### src/rtl/fetch_unit.sv
// Instruction fetch stage: PC, return-address stack, two-word branch assembly, ret and trap.
// Optional RSTACK_TRAP_EN: return-stack overflow/underflow also halts the fetch stage.
module fetch_unit #(
  parameter int unsigned RSDEPTH = 4,
  parameter int unsigned RSPW    = 2
) (
  input  logic        clk,
  input  logic        reset,
  output logic [15:0] imem_addr,
  input  logic [15:0] imem_data,
  input  logic        stall,
  input  logic        jf_zero,
  output logic [15:0] ir,
  output logic [15:0] ir_pc,
  output logic        ir_valid,
  output logic        halt,
  output logic        rs_ovf,
  output logic        rs_unf
);

  localparam logic [3:0]    OpCall  = 4'hC;
  localparam logic [3:0]    OpJump  = 4'hD;
  localparam logic [3:0]    OpJumpf = 4'hE;
  localparam logic [RSPW:0] CntFull = (RSPW + 1)'(RSDEPTH);

  typedef enum logic [1:0] {StRun, StAddr, StHalt} state_e;

  state_e          r_state, w_state_d;
  logic [15:0]     r_pc, w_pc_d;
  logic [15:0]     r_ir, w_ir_d;
  logic [15:0]     r_ir_pc, w_ir_pc_d;
  logic            r_ir_valid, w_ir_valid_d;
  logic            r_halt, w_halt_d;
  logic            r_ovf, w_ovf_d;
  logic            r_unf, w_unf_d;
  logic [3:0]      r_kind, w_kind_d;
  logic [7:0]      r_low, w_low_d;
  logic [RSPW:0]   r_cnt;
  logic [15:0]     r_stk [RSDEPTH];
  logic            w_push, w_pop;

  logic [3:0]      w_opcode;
  logic            w_is_br, w_is_ret, w_is_trap;
  logic            w_full, w_empty;
  logic [RSPW-1:0] w_top_idx, w_push_idx;
  logic [15:0]     w_top, w_pc_inc, w_target;

  assign w_opcode   = imem_data[15:12];
  assign w_is_br    = (w_opcode == OpCall) || (w_opcode == OpJump) || (w_opcode == OpJumpf);
  assign w_is_ret   = (w_opcode == 4'h0) && (imem_data[3:0] == 4'h1);
  assign w_is_trap  = (w_opcode == 4'h0) && (imem_data[3:0] == 4'h0);
  assign w_full     = (r_cnt == CntFull);
  assign w_empty    = (r_cnt == '0);
  assign w_top_idx  = RSPW'(r_cnt - 1'b1);
  assign w_push_idx = r_cnt[RSPW-1:0];
  assign w_top      = r_stk[w_top_idx];
  assign w_pc_inc   = r_pc + 16'd1;
  assign w_target   = {imem_data[7:0], r_low};

  always_comb begin
    w_state_d    = r_state;
    w_pc_d       = r_pc;
    w_ir_d       = r_ir;
    w_ir_pc_d    = r_ir_pc;
    w_ir_valid_d = r_ir_valid;
    w_halt_d     = r_halt;
    w_ovf_d      = r_ovf;
    w_unf_d      = r_unf;
    w_kind_d     = r_kind;
    w_low_d      = r_low;
    w_push       = 1'b0;
    w_pop        = 1'b0;
    if (!stall) begin
      case (r_state)
        StRun: begin
          w_ir_d       = imem_data;
          w_ir_pc_d    = r_pc;
          w_ir_valid_d = 1'b1;
          w_pc_d       = w_pc_inc;
          if (w_is_br) begin
            w_low_d   = imem_data[7:0];
            w_kind_d  = w_opcode;
            w_state_d = StAddr;
          end else if (w_is_ret) begin
            if (!w_empty) begin
              w_pc_d = w_top;
              w_pop  = 1'b1;
            end else begin
              w_unf_d = 1'b1;
`ifdef RSTACK_TRAP_EN
              w_halt_d  = 1'b1;
              w_pc_d    = r_pc;
              w_state_d = StHalt;
`endif
            end
          end else if (w_is_trap) begin
            w_halt_d  = 1'b1;
            w_pc_d    = r_pc;
            w_state_d = StHalt;
          end
        end
        StAddr: begin
          // The addr word is emitted for decode but never decoded here.
          w_ir_d       = imem_data;
          w_ir_pc_d    = r_pc;
          w_ir_valid_d = 1'b1;
          w_pc_d       = w_pc_inc;
          w_state_d    = StRun;
          case (r_kind)
            OpJump:  w_pc_d = w_target;
            OpJumpf: w_pc_d = jf_zero ? w_target : w_pc_inc;
            OpCall: begin
              w_pc_d = w_target;
              w_push = 1'b1;
              if (w_full) begin
                w_ovf_d = 1'b1;
`ifdef RSTACK_TRAP_EN
                w_halt_d  = 1'b1;
                w_state_d = StHalt;
`endif
              end
            end
            default: w_pc_d = w_pc_inc;
          endcase
        end
        StHalt:  w_ir_valid_d = 1'b0;
        default: w_state_d = StRun;
      endcase
    end
  end

  always_ff @(posedge clk or posedge reset) begin
    if (reset) begin
      r_state    <= StRun;
      r_pc       <= '0;
      r_ir       <= '0;
      r_ir_pc    <= '0;
      r_ir_valid <= 1'b0;
      r_halt     <= 1'b0;
      r_ovf      <= 1'b0;
      r_unf      <= 1'b0;
      r_kind     <= '0;
      r_low      <= '0;
    end else begin
      r_state    <= w_state_d;
      r_pc       <= w_pc_d;
      r_ir       <= w_ir_d;
      r_ir_pc    <= w_ir_pc_d;
      r_ir_valid <= w_ir_valid_d;
      r_halt     <= w_halt_d;
      r_ovf      <= w_ovf_d;
      r_unf      <= w_unf_d;
      r_kind     <= w_kind_d;
      r_low      <= w_low_d;
    end
  end

  // A push onto a full stack shifts out the oldest entry and the count saturates.
  always_ff @(posedge clk or posedge reset) begin
    if (reset) begin
      r_cnt <= '0;
      for (int i = 0; i < RSDEPTH; i++) r_stk[i] <= '0;
    end else if (w_push) begin
      if (w_full) begin
        for (int i = 0; i < RSDEPTH - 1; i++) r_stk[i] <= r_stk[i+1];
        r_stk[RSDEPTH-1] <= w_pc_inc;
      end else begin
        r_stk[w_push_idx] <= w_pc_inc;
        r_cnt             <= r_cnt + 1'b1;
      end
    end else if (w_pop) begin
      r_cnt <= r_cnt - 1'b1;
    end
  end

  assign imem_addr = r_pc;
  assign ir        = r_ir;
  assign ir_pc     = r_ir_pc;
  assign ir_valid  = r_ir_valid;
  assign halt      = r_halt;
  assign rs_ovf    = r_ovf;
  assign rs_unf    = r_unf;

endmodule

### config.mk
export PLATFORM = sky130hd
export DESIGN_NAME = fetch_unit
export DESIGN_NICKNAME = d
export VERILOG_FILES = /design/src/rtl/fetch_unit.sv
export SDC_FILE = /design/constraint.sdc
export NUM_CORES = 1
export LEC_CHECK = 0
export CORE_UTILIZATION = 60
export CTS_BUF_LIST = sky130_fd_sc_hd__clkbuf_8 sky130_fd_sc_hd__clkbuf_16
export DETAILED_ROUTE_END_ITERATION = 6
export GPL_ROUTABILITY_DRIVEN = 1
export PLACE_DENSITY = 0.95
export SYNTH_ARGS = -nofsm -noshare
export SYNTH_HDL_FRONTEND = slang
export SYNTH_SLANG_ARGS = --single-unit
### constraint.sdc
create_clock -name clk -period 14.2 [get_ports clk]
set_clock_uncertainty 0.1 [all_clocks]
set_input_delay 2.84 -clock clk [delete_from_list [all_inputs] [get_ports clk]]
set_output_delay 2.84 -clock clk [all_outputs]
set_load 0.03 [all_outputs]
==> results.tsv, run 1 <==
metric	value	unit
status	finished, final reports clean	
R2R Setup Slk	10.82	ns
gr usage total	36.24	%
synthesized instance count	624	
Hold Path Class	flop to flop	
R2R cell count	7	
Crit. Startpoint	stall	
simple-gate portion of the synthesized area	12.28	%
Setup WS post-layout	8.977	ns
CTS buffer count	17	
first-pass GRT wire length	31190	um
pre-CTS setup slack	8.549	ns
Site Rows	38	
Crit Path Max Fanout	33	
RSZ-0062 raised after global routing	false	
initial antenna violation count	0	
FF+latch count, synth	133	
io pins	72	
CTS sink count	133	
Synth area leaders	dfrtp_1 (50%), mux2_2 (7.6%), mux4_2 (5.4%)	
vias in the first global route	5794	
DP Wirelength	12140	um
mean area per synthesized cell	10.70	um^2
largest net degree at the start of global routing	88	
count leader, synth	dfrtp_1	
EDFF count, synth	0	
synth cell count leaders	dfrtp_1 (133), nand2_1 (79), o21ai_0 (62)	
Starting Density	61.57	%
mux cell area share after synthesis	13.44	%
final hold violations	0	
ratio of cells with drive above 1 in the final layout	16.30	%
Synth Flop Type	dfrtp_1	
critical path type	primary input to flop	
Synth top area share	49.87	%
WL per Instance	24.19	um
main combinational cell family by area after synthesis	compound AO/OA/AOI/OAI gates	
Max transition margin	11.73	%
r2r endpoint	r_stk[27]	
Vias per Instance	7.116	
Fillers	617	
clock slew at reported path FFs	0.06	ns
Setup Viol. Count Final	0	
total grt overflow	0	
WL final	20000	um
fin nets	702	
Max IR drop VDD	0.1584	mV
setup total negative slack	0	ns
Synth Cell Area	6674	um^2
area of the multi-input gates	3118	um^2
Synth cell types	57	
n_diodes	0	
fmax	191.5	MHz
number of hold buffers added after cts	0	
Final Total Pwr	1.616	mW
Synthesis Warnings	0	
CTS tree	built	
CP startpoint kind	primary input	
Post-Synth XOR/XNOR Area	2.625	%
Tcrit/Tclk final	36.78	%
Synth Area in Compound Gates	16.95	%
Synthesized Nets	651	
die height	107.5	um
drt first-iter violations	824	
CTS H-tree lvls	4	
Root Buffer	clkbuf_8	
insertion delay to the later sink of the worst-skew pair	0.54	ns
fin util	73.75	%
Register Area	3328	um^2
max-slew violation count	0	
slew of the pin with the lowest slew margin	1.320	ns
post-CTS resize count	0	
die area	11550	um^2
Pre-antenna DRT Iters	7	
Power Density	202.1	nW/um^2
Final GP Congestion	0.9123	
Core Region	10840	um^2
Die X	107.5	um
P_leak	3.383	nW
post-synthesis adder-cell area fraction	1.312	%
buffers added on ports	71	
reg2reg start	r_cnt[0]	
DRC	0	
Final ANT Viol Nets	0	
crit path capture	r_stk[31]	
Max Root-Sink Buffers	2	
Yosys top cell by area	dfrtp_1	
synthesis-to-finish area growth	19.80	%
register area share after synthesis	49.87	%
post-layout min period	5.223	ns
Critical Path RT	14.44	ns
Setup crit end kind	flop	
worst hold slack	0.3677	ns
Setup Fix Bufs, Post-CTS	0	
Max-cap violations	0	
CP arrival	5.47	ns
Async S/R FF share, synth	100.0	%
vias	5885	
-- critical path: stages --
cell             delay (ns)
clkdlybuf4s50_1        0.49
nor3_1                 0.27
nand4_1                1.06
nor3_1                 0.64
a211oi_1               0.17
-- final cells by class --
type | count | area share, %
repair buffers | 79 | 9.640
well taps | 140 | 2.191
inverters | 7 | 0.3599
flip-flops and latches | 133 | 41.63
clock buffers | 21 | 5.869
clock inverters | 10 | 1.315
multi-input cells | 437 | 39.00
-- stage by stage --
stage                     area, um^2  std cells
after floorplan                 6674        624
after global placement          7421        796
after detailed placement        7421        796
after CTS                       7995        827
after global routing            7995        827
final                           7995        827
-- how the worst min path moves through the flow --
stage / end / depth (start not counted) / from
finish: rs_ovf / 1 / rs_ovf
global route: rs_ovf / 1 / rs_ovf
detailed placement: rs_ovf / 1 / rs_ovf
CTS: rs_ovf / 1 / rs_ovf
floorplan: r_stk[48] / 2 / r_stk[48]
global placement: rs_ovf / 1 / rs_ovf
-- routing by layer --
metal	GRT usage, %	up-vias	routed length, um
met5	0	-	0
li1	-	2396	-
met2	58.43	523	9725
met3	9.867	107	2160
met4	19.08	0	960
met1	44.67	2859	7156
-- kinds of logic after synthesis --
logic type / count (synthesis)
AND/OR/NAND/NOR: 174
buffers and inverters: 54
AO/OA/AOI/OAI: 172
flip-flops: 133
multiplexers: 64
adder cells (fa/ha/maj): 7
XOR/XNOR: 20
-- power by group --
part           switching (mW)  internal (mW)
Clock                   0.167          0.266
Combinational           0.354          0.243
Sequential              0.108          0.478
Total                   0.628          0.987
-- placed cells by master, fill, tap and decap left out, types with 9 or more instances in the layout --
cell / instances
a21oi_1: 16
clkdlybuf4s50_1: 71
nand2_1: 79
nand2b_1: 10
a211oi_1: 12
o21ai_0: 62
mux2_2: 45
a32oi_1: 9
mux4_2: 16
a22oi_1: 27
dfrtp_1: 133
clkbuf_16: 16
xnor2_1: 12
nor2_1: 27
nand3_1: 13
-- state kept, by name, summed over array words and instances, names as in the netlist, 2 cells and up --
| register | count |
|---|---|
| r_stk | 64 |
| imem_addr | 16 |
| ir | 16 |
| ir_pc | 16 |
| r_low | 8 |
| r_kind | 4 |
| r_cnt | 3 |
| r_state | 2 |
No activity file was read; power rests on OpenSTA's default activity.
==> run 2: changes to the inputs <==
--- a/config.mk
+++ b/config.mk
@@ -5,11 +5,11 @@
 export SDC_FILE = /design/constraint.sdc
 export NUM_CORES = 1
 export LEC_CHECK = 0
-export CORE_UTILIZATION = 60
+export CORE_UTILIZATION = 51
 export CTS_BUF_LIST = sky130_fd_sc_hd__clkbuf_8 sky130_fd_sc_hd__clkbuf_16
 export DETAILED_ROUTE_END_ITERATION = 6
 export GPL_ROUTABILITY_DRIVEN = 1
-export PLACE_DENSITY = 0.95
+export PLACE_DENSITY = 0.88
 export SYNTH_ARGS = -nofsm -noshare
 export SYNTH_HDL_FRONTEND = slang
 export SYNTH_SLANG_ARGS = --single-unit
==> constraint.sdc (replaced) <==
create_clock -name clk -period 4.6 [get_ports clk]
set_clock_uncertainty 0.1 [all_clocks]
set_input_delay 0.92 -clock clk [delete_from_list [all_inputs] [get_ports clk]]
set_output_delay 0.92 -clock clk [all_outputs]
set_load 0.03 [all_outputs]
==> run 2 against run 1 <==
Against the previous run: combinational power grew to 3.0 times the previous value; critical path type unchanged; critical path depth increased by 1; sequential share of layout area shrank 0.60 points; largest cell class unchanged; final cell count is 4.4% higher; power increased to 3.1 times the previous value; critical endpoint is now imem_addr[14]; die area grew 17%; sequential power increased to 3.1 times the previous value.
==> results.tsv, run 2 (synthesis gave the netlist of run 1 again) <==
metric	value	unit	change
status	finished, final reports clean		
most frequent cells in the layout	dfrtp_1 (133), nand2_1 (79), clkdlybuf4s50_1 (71)		
final hold violations	0		unchanged
gr usage total	28.83	%	-7.4 points
Fillers	905		+47%
post-layout min period	3.243	ns	
Max Root-Sink Buffers	2		unchanged
total grt overflow	0		unchanged
Switching Fraction	38.10	%	-0.78 points
die height	116.4	um	+8.3%
synthesis-to-finish area growth	21.56	%	
initial antenna violation count	0		unchanged
Pre-antenna DRT Iters	5		-2
DP Wirelength	12310	um	+1.4%
clock group share of total power	28.0	%	+1.3 points
Biggest register	r_stk		
Max transition margin	29.72	%	+18 points
max reg flops	64		unchanged
Tcrit/Tclk final	70.50	%	
Power Density	619.4	nW/um^2	+210%
Core Region	12670	um^2	+17%
Setup crit end kind	flop		
Hold Path Class	flop to flop		
area of the multi-input gates	3118	um^2	unchanged
CP arrival	3.45	ns	-2.02 ns
CTS sink count	133		unchanged
CTS tree	built		
Flop pwr share	35.9	%	-0.4 points
Critical Path RT	4.81	ns	-9.63 ns
max-slew violation count	0		unchanged
insertion delay to the later sink of the worst-skew pair	0.42	ns	-0.12 ns
WL per Instance	21.44	um	-11%
die area	13550	um^2	+17%
fmax	308.3	MHz	
largest net degree at the start of global routing	84		-4.5%
drt first-iter violations	803		-2.5%
ratio of cells with drive above 1 in the final layout	16.79	%	+0.48 points
post-CTS resize count	0		unchanged
most common cell after layout, fill and taps aside	dfrtp_1		
buffers added on ports	71		unchanged
n_diodes	0		unchanged
DRC	0		unchanged
Max IR drop VDD	0.2953	mV	+86%
Final GP Congestion	0.8794		-3.6%
Vias per Instance	6.519		-8.4%
RSZ-0062 raised after global routing	false		
WL final	18500	um	-7.5%
io pins	72		unchanged
Register Area	3328	um^2	unchanged
CTS H-tree lvls	4		unchanged
P_leak	3.406	nW	+0.69%
Die X	116.4	um	+8.3%
Site Rows	41		+7.9%
number of hold buffers added after cts	0		unchanged
slew of the pin with the lowest slew margin	1.052	ns	-0.2680 ns
CTS buffer count	17		unchanged
Max-cap violations	0		unchanged
Root Buffer	clkbuf_16		
critical path type	primary input to flop		
vias	5626		-4.4%
worst hold path depth	1		unchanged
pre-CTS setup slack	1.065	ns	-7.484 ns
Crit Path Max Fanout	22		-33%
CP startpoint kind	primary input		
R2R cell count	8		+1
Starting Density	52.67	%	-8.9 points
Int Pwr	3.110	mW	+210%
Setup WS post-layout	1.357	ns	-7.620 ns
setup total negative slack	0	ns	unchanged
switching pwr	1.915	mW	+200%
Final ANT Viol Nets	0		unchanged
fin nets	705		+0.43%
Setup Viol. Count Final	0		unchanged
vias in the first global route	5613		-3.1%
Comb pwr share	36.1	%	-0.9 points
Setup Fix Bufs, Post-CTS	0		unchanged
first-pass GRT wire length	29160	um	-6.5%
clock slew at reported path FFs	0.06	ns	about the same
-- run 2: area by class of cell --
| cell class | instances | area share (%) |
|---|---|---|
| Sequential cell | 133 | 41.02 |
| Multi-Input combinational cell | 437 | 38.43 |
| Timing Repair Buffer | 82 | 9.932 |
| Clock buffer | 18 | 5.413 |
| Tap cell | 172 | 2.653 |
| Clock inverter | 14 | 2.190 |
| Inverter | 7 | 0.3547 |
-- run 2: worst paths after layout --
path                               from            end  slack (ns)
max                        imem_data[1]  imem_addr[14]        1.36
max in group asynchronous         reset      r_stk[10]        2.67
min reg2reg                      rs_ovf         rs_ovf        0.38
min in group asynchronous         reset      ir_pc[10]        0.84
max reg2reg                    r_cnt[0]      r_stk[57]        1.37
min                              rs_ovf         rs_ovf        0.38
-- run 2: layer usage --
layer,share of wire [%],GRT usage [%],routed length (um),vias to the layer above
met5,0,0,0,-
met4,3.8,15.90,700,0
met3,8.7,6.383,1610,60
met2,49,46.00,8984,354
met1,39,36.66,7206,2803
li1,-,-,-,2409
-- run 2: power by group through the flow --
stage	Sequential [mW]	Combinational (mW)	Clock [mW]
final	1.80	1.81	1.41
after global routing	1.83	1.92	1.47
after CTS	1.79	1.80	1.41
after detailed placement	1.80	1.78	0
after global placement	1.76	1.72	0
after floorplan	1.94	0.973	0
-- run 2: through the flow --
stage               cell area (um^2)  cells  hold slack, ns  power (mW)  utilization [%]
finish                          8113    863          0.3754       5.025            64.03
detailed placement              7496    831          0.3645       3.583            59.16
global route                    8113    863          0.3946       5.230            64.03
global placement                7496    831          0.3576       3.479            59.16
floorplan                       6674    624          0.3448       2.913                -
CTS                             8113    863          0.3789       5.000            64.03
-- run 2: critical path, stage by stage --
cell,delay [ns]
clkdlybuf4s50_1,0.52
nor4_1,0.81
nand3_1,0.15
nand2_1,0.60
nor4b_1,0.15
a211o_1,0.30
